--- config.mk ---
export PLATFORM = sky130hd
export DESIGN_NAME = instr_fetch_seq_flat
export DESIGN_NICKNAME = d
export VERILOG_FILES = /design/src/rtl/instr_fetch_seq_if.sv /design/src/rtl/instr_fetch_seq.sv /design/src/flat_wrapper.sv
export SDC_FILE = /design/constraint.sdc
export NUM_CORES = 1
export LEC_CHECK = 0
export ABC_AREA = 0
export BUFFER_PORTS_ARGS = -buffer_cell sky130_fd_sc_hd__buf_2
export CAP_MARGIN = 20
export CORE_UTILIZATION = 49
export CTS_CLUSTER_SIZE = 30
export DETAILED_ROUTE_END_ITERATION = 8
export MAX_ROUTING_LAYER = met4
export PLACE_DENSITY = 0.83
export REMOVE_ABC_BUFFERS = 1
export SETUP_SLACK_MARGIN = 0.1
export SYNTH_ARGS = -nofsm -noshare
export SYNTH_HDL_FRONTEND = slang
export SYNTH_SLANG_ARGS = --single-unit
--- constraint.sdc ---
create_clock -name clk -period 2.21 [get_ports clk]
set_input_delay 0.221 -clock clk [delete_from_list [all_inputs] [get_ports clk]]
set_output_delay 0.221 -clock clk [all_outputs]
set_load 0.05 [all_outputs]
--- src/rtl/instr_fetch_seq_if.sv ---
// rtl/instr_fetch_seq_if.sv - instruction-memory read bus between fetch unit and memory
interface instr_fetch_seq_if #(
   parameter int ADDR_W  = 8,
   parameter int INSTR_W = 15
);
   logic               im_req;
   logic [ADDR_W-1:0]  im_addr;
   logic [INSTR_W-1:0] im_rdata;
   logic               im_ack;

   modport master (output im_req, output im_addr, input im_rdata, input im_ack);
   modport slave  (input im_req, input im_addr, output im_rdata, output im_ack);
endinterface

--- src/rtl/instr_fetch_seq.sv ---
// rtl/instr_fetch_seq.sv - PC owner, instruction fetch and EXEC strobe sequencer
// Optional fetch watchdog enabled by defining FETCH_TIMEOUT_EN.
module instr_fetch_seq #(
   parameter int                ADDR_W   = 8,
   parameter int                OPC_W    = 7,
   parameter int                LIT_W    = 8,
   parameter int                INSTR_W  = 15,
   parameter logic [ADDR_W-1:0] RESET_PC = '0,
   parameter logic [OPC_W-1:0]  HALT_OPC = 7'b1111111,
   parameter int                TIMEOUT  = 16
) (
   input  logic                 clk,
   input  logic                 rst,
   instr_fetch_seq_if.master    im,
   output logic [OPC_W-1:0]     opcode,
   output logic [LIT_W-1:0]     literal,
   output logic                 instr_valid,
   input  logic                 pc_load,
   input  logic                 flags_we,
   input  logic                 alu_z,
   input  logic                 alu_n,
   input  logic                 alu_c,
   input  logic                 alu_v,
   output logic                 Z,
   output logic                 N,
   output logic                 C,
   output logic                 V,
   output logic [ADDR_W-1:0]    pc,
   output logic                 halted,
   output logic                 fetch_err
);

   if (INSTR_W != OPC_W + LIT_W || TIMEOUT < 1 || ADDR_W > LIT_W) begin : g_bad_params
      $error("instr_fetch_seq: inconsistent field widths or TIMEOUT");
   end

   typedef enum logic [1:0] {
      S_START,
      S_FETCH,
      S_EXEC,
      S_HALT
   } state_t;

   state_t state;

   assign im.im_addr = pc;

`ifdef FETCH_TIMEOUT_EN
   localparam int TMO_W = $clog2(TIMEOUT + 1);
   logic [TMO_W-1:0] tmo_cnt;
`else
   assign fetch_err = 1'b0;
`endif

   always_ff @(posedge clk) begin
      if (rst) begin
         state       <= S_START;
         pc          <= RESET_PC;
         opcode      <= '0;
         literal     <= '0;
         Z           <= 1'b0;
         N           <= 1'b0;
         C           <= 1'b0;
         V           <= 1'b0;
         instr_valid <= 1'b0;
         im.im_req   <= 1'b0;
         halted      <= 1'b0;
`ifdef FETCH_TIMEOUT_EN
         fetch_err   <= 1'b0;
         tmo_cnt     <= '0;
`endif
      end else begin
         case (state)
            S_START: begin
               state     <= S_FETCH;
               im.im_req <= 1'b1;
`ifdef FETCH_TIMEOUT_EN
               tmo_cnt   <= '0;
`endif
            end
            S_FETCH: begin
               if (im.im_ack) begin
                  opcode      <= im.im_rdata[INSTR_W-1:LIT_W];
                  literal     <= im.im_rdata[LIT_W-1:0];
                  im.im_req   <= 1'b0;
                  instr_valid <= 1'b1;
                  state       <= S_EXEC;
               end
`ifdef FETCH_TIMEOUT_EN
               // pc is left pointing at the address that never answered
               else if (tmo_cnt == TMO_W'(TIMEOUT - 1)) begin
                  fetch_err <= 1'b1;
                  halted    <= 1'b1;
                  im.im_req <= 1'b0;
                  state     <= S_HALT;
               end else begin
                  tmo_cnt <= tmo_cnt + 1'b1;
               end
`endif
            end
            S_EXEC: begin
               instr_valid <= 1'b0;
               if (pc_load) begin
                  pc <= literal[ADDR_W-1:0];
               end else begin
                  pc <= pc + 1'b1;
               end
               if (flags_we) begin
                  Z <= alu_z;
                  N <= alu_n;
                  C <= alu_c;
                  V <= alu_v;
               end
               // the halting instruction still commits its pc and flag updates
               if (opcode == HALT_OPC) begin
                  halted <= 1'b1;
                  state  <= S_HALT;
               end else begin
                  im.im_req <= 1'b1;
                  state     <= S_FETCH;
`ifdef FETCH_TIMEOUT_EN
                  tmo_cnt   <= '0;
`endif
               end
            end
            S_HALT: begin
               state <= S_HALT;
            end
            default: begin
               state <= S_START;
            end
         endcase
      end
   end

endmodule

--- src/flat_wrapper.sv ---
// flat-port wrapper written by rule: the top's interface ports become plain ports
module instr_fetch_seq_flat 
#(
   parameter int                ADDR_W   = 8,
   parameter int                OPC_W    = 7,
   parameter int                LIT_W    = 8,
   parameter int                INSTR_W  = 15,
   parameter logic [ADDR_W-1:0] RESET_PC = '0,
   parameter logic [OPC_W-1:0]  HALT_OPC = 7'b1111111,
   parameter int                TIMEOUT  = 16
)
  (clk, rst, opcode, literal, instr_valid, pc_load, flags_we, alu_z, alu_n, alu_c, alu_v, Z, N, C, V, pc, halted, fetch_err, im_im_req, im_im_addr, im_im_rdata, im_im_ack);
  instr_fetch_seq_if #(.ADDR_W(ADDR_W), .INSTR_W(INSTR_W)) im_i ();
  input  logic clk;
  input  logic rst;
  output logic [OPC_W-1:0] opcode;
  output logic [LIT_W-1:0] literal;
  output logic instr_valid;
  input  logic pc_load;
  input  logic flags_we;
  input  logic alu_z;
  input  logic alu_n;
  input  logic alu_c;
  input  logic alu_v;
  output logic Z;
  output logic N;
  output logic C;
  output logic V;
  output logic [ADDR_W-1:0] pc;
  output logic halted;
  output logic fetch_err;
  output wire logic [$bits(im_i.im_req)-1:0] im_im_req;
  output wire logic [$bits(im_i.im_addr)-1:0] im_im_addr;
  input wire logic [$bits(im_i.im_rdata)-1:0] im_im_rdata;
  input wire logic [$bits(im_i.im_ack)-1:0] im_im_ack;
  assign im_im_req = im_i.im_req;
  assign im_im_addr = im_i.im_addr;
  assign im_i.im_rdata = im_im_rdata;
  assign im_i.im_ack = im_im_ack;
  instr_fetch_seq #(.ADDR_W(ADDR_W), .OPC_W(OPC_W), .LIT_W(LIT_W), .INSTR_W(INSTR_W), .RESET_PC(RESET_PC), .HALT_OPC(HALT_OPC), .TIMEOUT(TIMEOUT)) u_core (.clk(clk), .rst(rst), .im(im_i), .opcode(opcode), .literal(literal), .instr_valid(instr_valid), .pc_load(pc_load), .flags_we(flags_we), .alu_z(alu_z), .alu_n(alu_n), .alu_c(alu_c), .alu_v(alu_v), .Z(Z), .N(N), .C(C), .V(V), .pc(pc), .halted(halted), .fetch_err(fetch_err));
endmodule
After elaboration in Yosys (flattened, before gate mapping). Cells that the tools add are included. W data, S select, Z words.

Output and inout port bits: 39. Input port bits: 24. Word-level logic and storage cells: 35. Register bits after elaboration: 32.

Eq/ne operators: 6. Add/sub/neg operators: 1. Muxes and demuxes: 9. Reductions and logical operators: 8.

Operators with widths (count): $add A8 B1 Y8 const B (1); $mux W8 (1); $pmux W2 S4 (1); $reduce_and A2 Y1 (4); $eq A7 B7 Y1 const B (1); $eq A2 B2 Y1 const B (2); $mux W2 (2); $ne A2 B2 Y1 const B (2); $mux W1 (3); $pmux W1 S3 (1); $reduce_and A3 Y1 (1); $reduce_bool A3 Y1 (1); $eq A2 B1 Y1 const B (1); $logic_not A2 Y1 (1); $pmux W1 S2 (1); $reduce_bool A2 Y1 (1).

Longest topological paths before layout.
Word-level depth: 3. Gate-level depth with buffers: 6. Mapped depth without buffers: 5.

Worst setup path after synthesis. OpenSTA, ideal clock, no wires.

Kind: flip-flop to flip-flop. From: reg u_core.pc[2] (netlist: u_core.im.im_addr[2]). To: reg u_core.pc[7] (netlist: u_core.im.im_addr[7]). Required time: 2.136 ns. Setup slack: 0.459 ns. Buffers on the path: 0. Clock period less this slack: 1.751 ns. Library setup time: 0.074 ns. Stages on the path, launching flop included: 5. Arrival time: 1.677 ns. Path through: dfxtp_1 > and4_1 > nand4_1 > or4_1 > a31oi_1.

Cells in the longest elaborated chain, start to end: 2.

RTL lines: start, declared (RTL line instr_fetch_seq.sv:28) `output logic [ADDR_W-1:0] pc,`; start signal, assigned (RTL line instr_fetch_seq.sv:104) `pc <= literal[ADDR_W-1:0];`; start signal, assigned (RTL line instr_fetch_seq.sv:106) `pc <= pc + 1'b1;`; $add A8 B1 Y8 (RTL line instr_fetch_seq.sv:106); $mux W8 (RTL line instr_fetch_seq.sv:103) `if (pc_load) begin`.

No other way between the ends. A chain may end at the register's enable or synchronous reset.

Final worst setup path. Same ends and word-level chain as after synthesis.

==> metrics list <==
- At the end of the flow, the number of nets in the layout was 252.
- For this design the static power due to leakage is 0.000756 uW.
- Power Density: 646 mW/mm2
- Using the TritonRoute via totals, the vias-per-cell ratio works out to 5.42.
* Kind of launch point of the worst setup path: flop
- The initial antenna violation count is 0.
- IR analysis of the VDD net gives a maximum drop of 0.495 mV.
* Slew Limit Headroom: 0.586
* Count of flip-flops with a built-in enable after synthesis: 0
- The mapped netlist covers 0.00141 mm2.
- Fraction of layout instances using a drive strength above 1: 0.311
* Cell types with the largest area share after synthesis: sky130_fd_sc_hd__dfxtp_1 45%, sky130_fd_sc_hd__nand2_1 11%, sky130_fd_sc_hd__a21oi_1 9.6%
- After synthesis, the mean cell area works out to 8.00 um2.
- Area of the die: 0.00309 mm2
- Post-CTS setup-driven buffer insertion count: 0
* Gp weighted congestion: 0.803
- Number of hold buffers added after cts: 0
- Of the total power, the clock network draws 0.261.
- Path type of the worst setup path: reg2reg
* Data arrival time of the critical path: 1730 ps
* Switching fraction of total power: 0.302
- The hold violation count in the final report was 0.
- Across all layers, the routed design uses 1388 vias.
- Half-perimeter wire length after detailed placement: 2220 um
- After detailed routing, the average wire length per cell comes to 12.3 um.
- Of the post-synthesis cell area, the dominant cell type holds 0.455.
* First-pass GRT wire length: 5190 um
- Clock-pin slew was measured on the worst setup and hold paths at 90 ps.
- Longest individual stage delay on the worst path: 470 ps
- Setup repair after global routing left no endpoint under its margin.
- Gate Count Post-Synth: 176
- Area used by multi-input combinational logic: 631 um2
- The final number of max-transition violations is 0.
- Total of warnings raised by yosys: 0
* Number of clock sinks seen by CTS: 32
- Fill cells in the final layout number 266.
- Area of placed instances: 0.00164 mm2
- Die Width: 55.6 um
- Worst hold path class: in2reg
- On the critical path, the stage with the largest delay is an instance of sky130_fd_sc_hd__dfxtp_1.
* Largest net degree at the start of global routing: 34
- For this design the total switching power over the nets is 327 uW.
- The worst path needs 1470 ps of the cycle, external delays included.
- At the pin with the least slew margin, the transition time is 619 ps.
* Core outline area: 0.00273 mm2
* Max_cap viols: 0
- Vias in the first global route: 1177
* Sum of negative setup slack: 0 ps
- Floorplan die height: 55.6 um
* Top_reg_cell synth: sky130_fd_sc_hd__dfxtp_1
* Final Skew: 8.41 ps
- Number of optimization iterations in the first detailed-route pass: 4
- Total congestion overflow: 0
- The share of the Yosys chip area taken by registers is 0.455.
- Timing would allow up to 0.680 GHz.
- In the global route stage, overall resource usage came out at 0.219.
- Clock tree synthesis selected as its root buffer the cell sky130_fd_sc_hd__clkbuf_4.
- During placement, the flow inserted port buffers numbering 61.
- Cell internal power was estimated by the tool at 755 uW.
- Counting distinct cell types in the post-synthesis netlist gives 34.
* Crit path capture type: flop
* TritonCTS clock tree: done
* Proportion of power drawn by flip-flops and latches: 0.568
* Required time worst endpoint: 2470 ps
* Dominant delay contributor by cell family on the critical path: simple AND/OR/NAND/NOR gates
- The run finished with clean final reports.
* IO Pins: 63
- Clock latency on the worst-skew pair, taken at its later pin, is 330 ps.
- Non-Filler Cell Area, Final: 0.00168 mm2
* Antenna diode count: 0
- For this configuration, the core starts out at a cell density of 0.515.
- Together, buffers and inverters on the worst path number 0.
- Of the total power, combinational logic draws 0.171.
- Critical Path Fanout Max: 9
* CTS buffer count: 5
- The routed design has 3160 um of wire.
* Standard-cell row count: 19
- The signal on the critical path passes through and4_1, nand4_1, or4_1, a31oi_1.
- Synth-to-layout area growth: 18.9%
- Summing all flip-flop and latch instances after layout gives 641 um2.
- Violation count after the first detailed-routing iteration: 79
- Final routed DRC violation total: 0
- The clock passes through at most 2 buffers.
* Post-route antenna net violation count: 0
- The H-tree was split into 2 levels.
- In the finished design, the share of the clock period the worst path needs comes to 0.665.
- Synthesis inferred 32 register bits.
- For this run, asynchronously set or reset flops after synthesis account for 0.
- The largest total area in the synthesized netlist belongs to sky130_fd_sc_hd__dfxtp_1.
- Final setup fails: 0
- Gates resized during post-CTS repair numbered 0.
per-layer routing:
layer	GRT usage	vias to the layer above	share of wire
met5	-	-	0
met4	0.0643	0	0.013
met3	0.0860	5	0.079
met2	0.322	55	0.45
met1	0.279	629	0.46
li1	-	699	-
cell usage in the layout, fill, tap and decap left out:
cell,instances
sky130_fd_sc_hd__o2bb2ai_1,1
sky130_fd_sc_hd__o21ai_0,5
sky130_fd_sc_hd__mux2i_1,1
sky130_fd_sc_hd__and3b_1,1
sky130_fd_sc_hd__a32o_1,1
sky130_fd_sc_hd__buf_2,61
sky130_fd_sc_hd__or3_1,1
sky130_fd_sc_hd__nor3b_1,1
sky130_fd_sc_hd__a31oi_1,4
sky130_fd_sc_hd__buf_4,3
sky130_fd_sc_hd__a22o_1,1
sky130_fd_sc_hd__nor2_1,9
sky130_fd_sc_hd__nand2b_1,2
sky130_fd_sc_hd__a2bb2oi_1,1
sky130_fd_sc_hd__ha_1,1
sky130_fd_sc_hd__and3_2,1
sky130_fd_sc_hd__nor3_1,2
sky130_fd_sc_hd__nand3b_1,2
sky130_fd_sc_hd__a211oi_1,1
sky130_fd_sc_hd__nor2b_1,1
sky130_fd_sc_hd__nand3_1,8
sky130_fd_sc_hd__o31ai_1,2
sky130_fd_sc_hd__o41ai_1,1
sky130_fd_sc_hd__or4_1,1
sky130_fd_sc_hd__conb_1,1
sky130_fd_sc_hd__and3_1,1
sky130_fd_sc_hd__nand2_1,43
sky130_fd_sc_hd__clkbuf_4,5
sky130_fd_sc_hd__dfxtp_1,32
sky130_fd_sc_hd__a22oi_1,1
sky130_fd_sc_hd__nand4_1,2
sky130_fd_sc_hd__and4_1,1
sky130_fd_sc_hd__a21oi_1,27
final timing paths:
path,start,end,slack [ps],depth (start not counted)
max,u_core.im.im_addr[2]$_SDFFE_PP0P_,u_core.im.im_addr[7]$_SDFFE_PP0P_,740,4
min,im_im_rdata[7],u_core.literal[7]$_SDFFE_PP0P_,120,3
max reg2reg,u_core.im.im_addr[2]$_SDFFE_PP0P_,u_core.im.im_addr[7]$_SDFFE_PP0P_,740,4
min reg2reg,u_core.V$_SDFFE_PP0P_,u_core.V$_SDFFE_PP0P_,460,2
cell families after synthesis:
kind of cell	count (synthesis)	synth area share
mux	1	0.00711
simple gates	76	0.244
fa+ha+maj	1	0.00888
buf+inv	20	0.0977
flops	32	0.455
other cells	1	0.00266
compound gates	45	0.185
synth_stat cells, types with 2 or more instances:
library cell and number:
sky130_fd_sc_hd__buf_6 3, sky130_fd_sc_hd__a21oi_1 27, sky130_fd_sc_hd__nand3b_1 2, sky130_fd_sc_hd__a31oi_1 4
sky130_fd_sc_hd__nor3_1 2, sky130_fd_sc_hd__nand2_1 43, sky130_fd_sc_hd__nand3_1 8, sky130_fd_sc_hd__dfxtp_1 32
sky130_fd_sc_hd__buf_2 2, sky130_fd_sc_hd__buf_4 10, sky130_fd_sc_hd__nand2b_1 2, sky130_fd_sc_hd__nor2_1 9
sky130_fd_sc_hd__o21ai_0 5, sky130_fd_sc_hd__nand4_1 2, sky130_fd_sc_hd__clkbuf_1 5, sky130_fd_sc_hd__o31ai_1 2
through the flow:
step,hold slack (ps),std cells,setup slack (ps),utilization,power [uW]
after global placement,442,251,816,0.599,810
after CTS,110,256,755,0.613,1090
after detailed placement,446,251,776,0.599,813
after floorplan,290,156,102,-,743
after global routing,95.0,256,575,0.613,1140
final,117,256,740,0.613,1080
power groups by stage:
stage,logic (uW),clock network [uW],registers (uW)
2_1_floorplan,46.1,0,697
3_3_place_gp,183,0,627
3_5_place_dp,185,0,628
4_1_cts,185,293,614
5_1_grt,199,318,618
6_report,185,283,614
registers in the layout (all words and copies together) (netlist names):
register / count
u_core.literal: 8
u_core.C: 1
u_core.opcode: 7
u_core.Z: 1
u_core.instr_valid: 1
u_core.im.im_addr: 8
u_core.N: 1
u_core.halted: 1
u_core.V: 1
u_core.im.im_req: 1
u_core.state: 2
tightest hold or removal path: stages:
cell and delay, ps:
sky130_fd_sc_hd__buf_2 100, sky130_fd_sc_hd__nand2_1 40, sky130_fd_sc_hd__a21oi_1 50
cell type report:
| cell class | count | share of cell area |
|---|---|---|
| multi-input combinational | 124 | 0.376 |
| timing repair buffer | 64 | 0.196 |
| sequential | 32 | 0.382 |
| clock buffer | 5 | 0.0224 |
| tap | 31 | 0.0232 |
No activity file was read; power rests on OpenSTA's default activity.
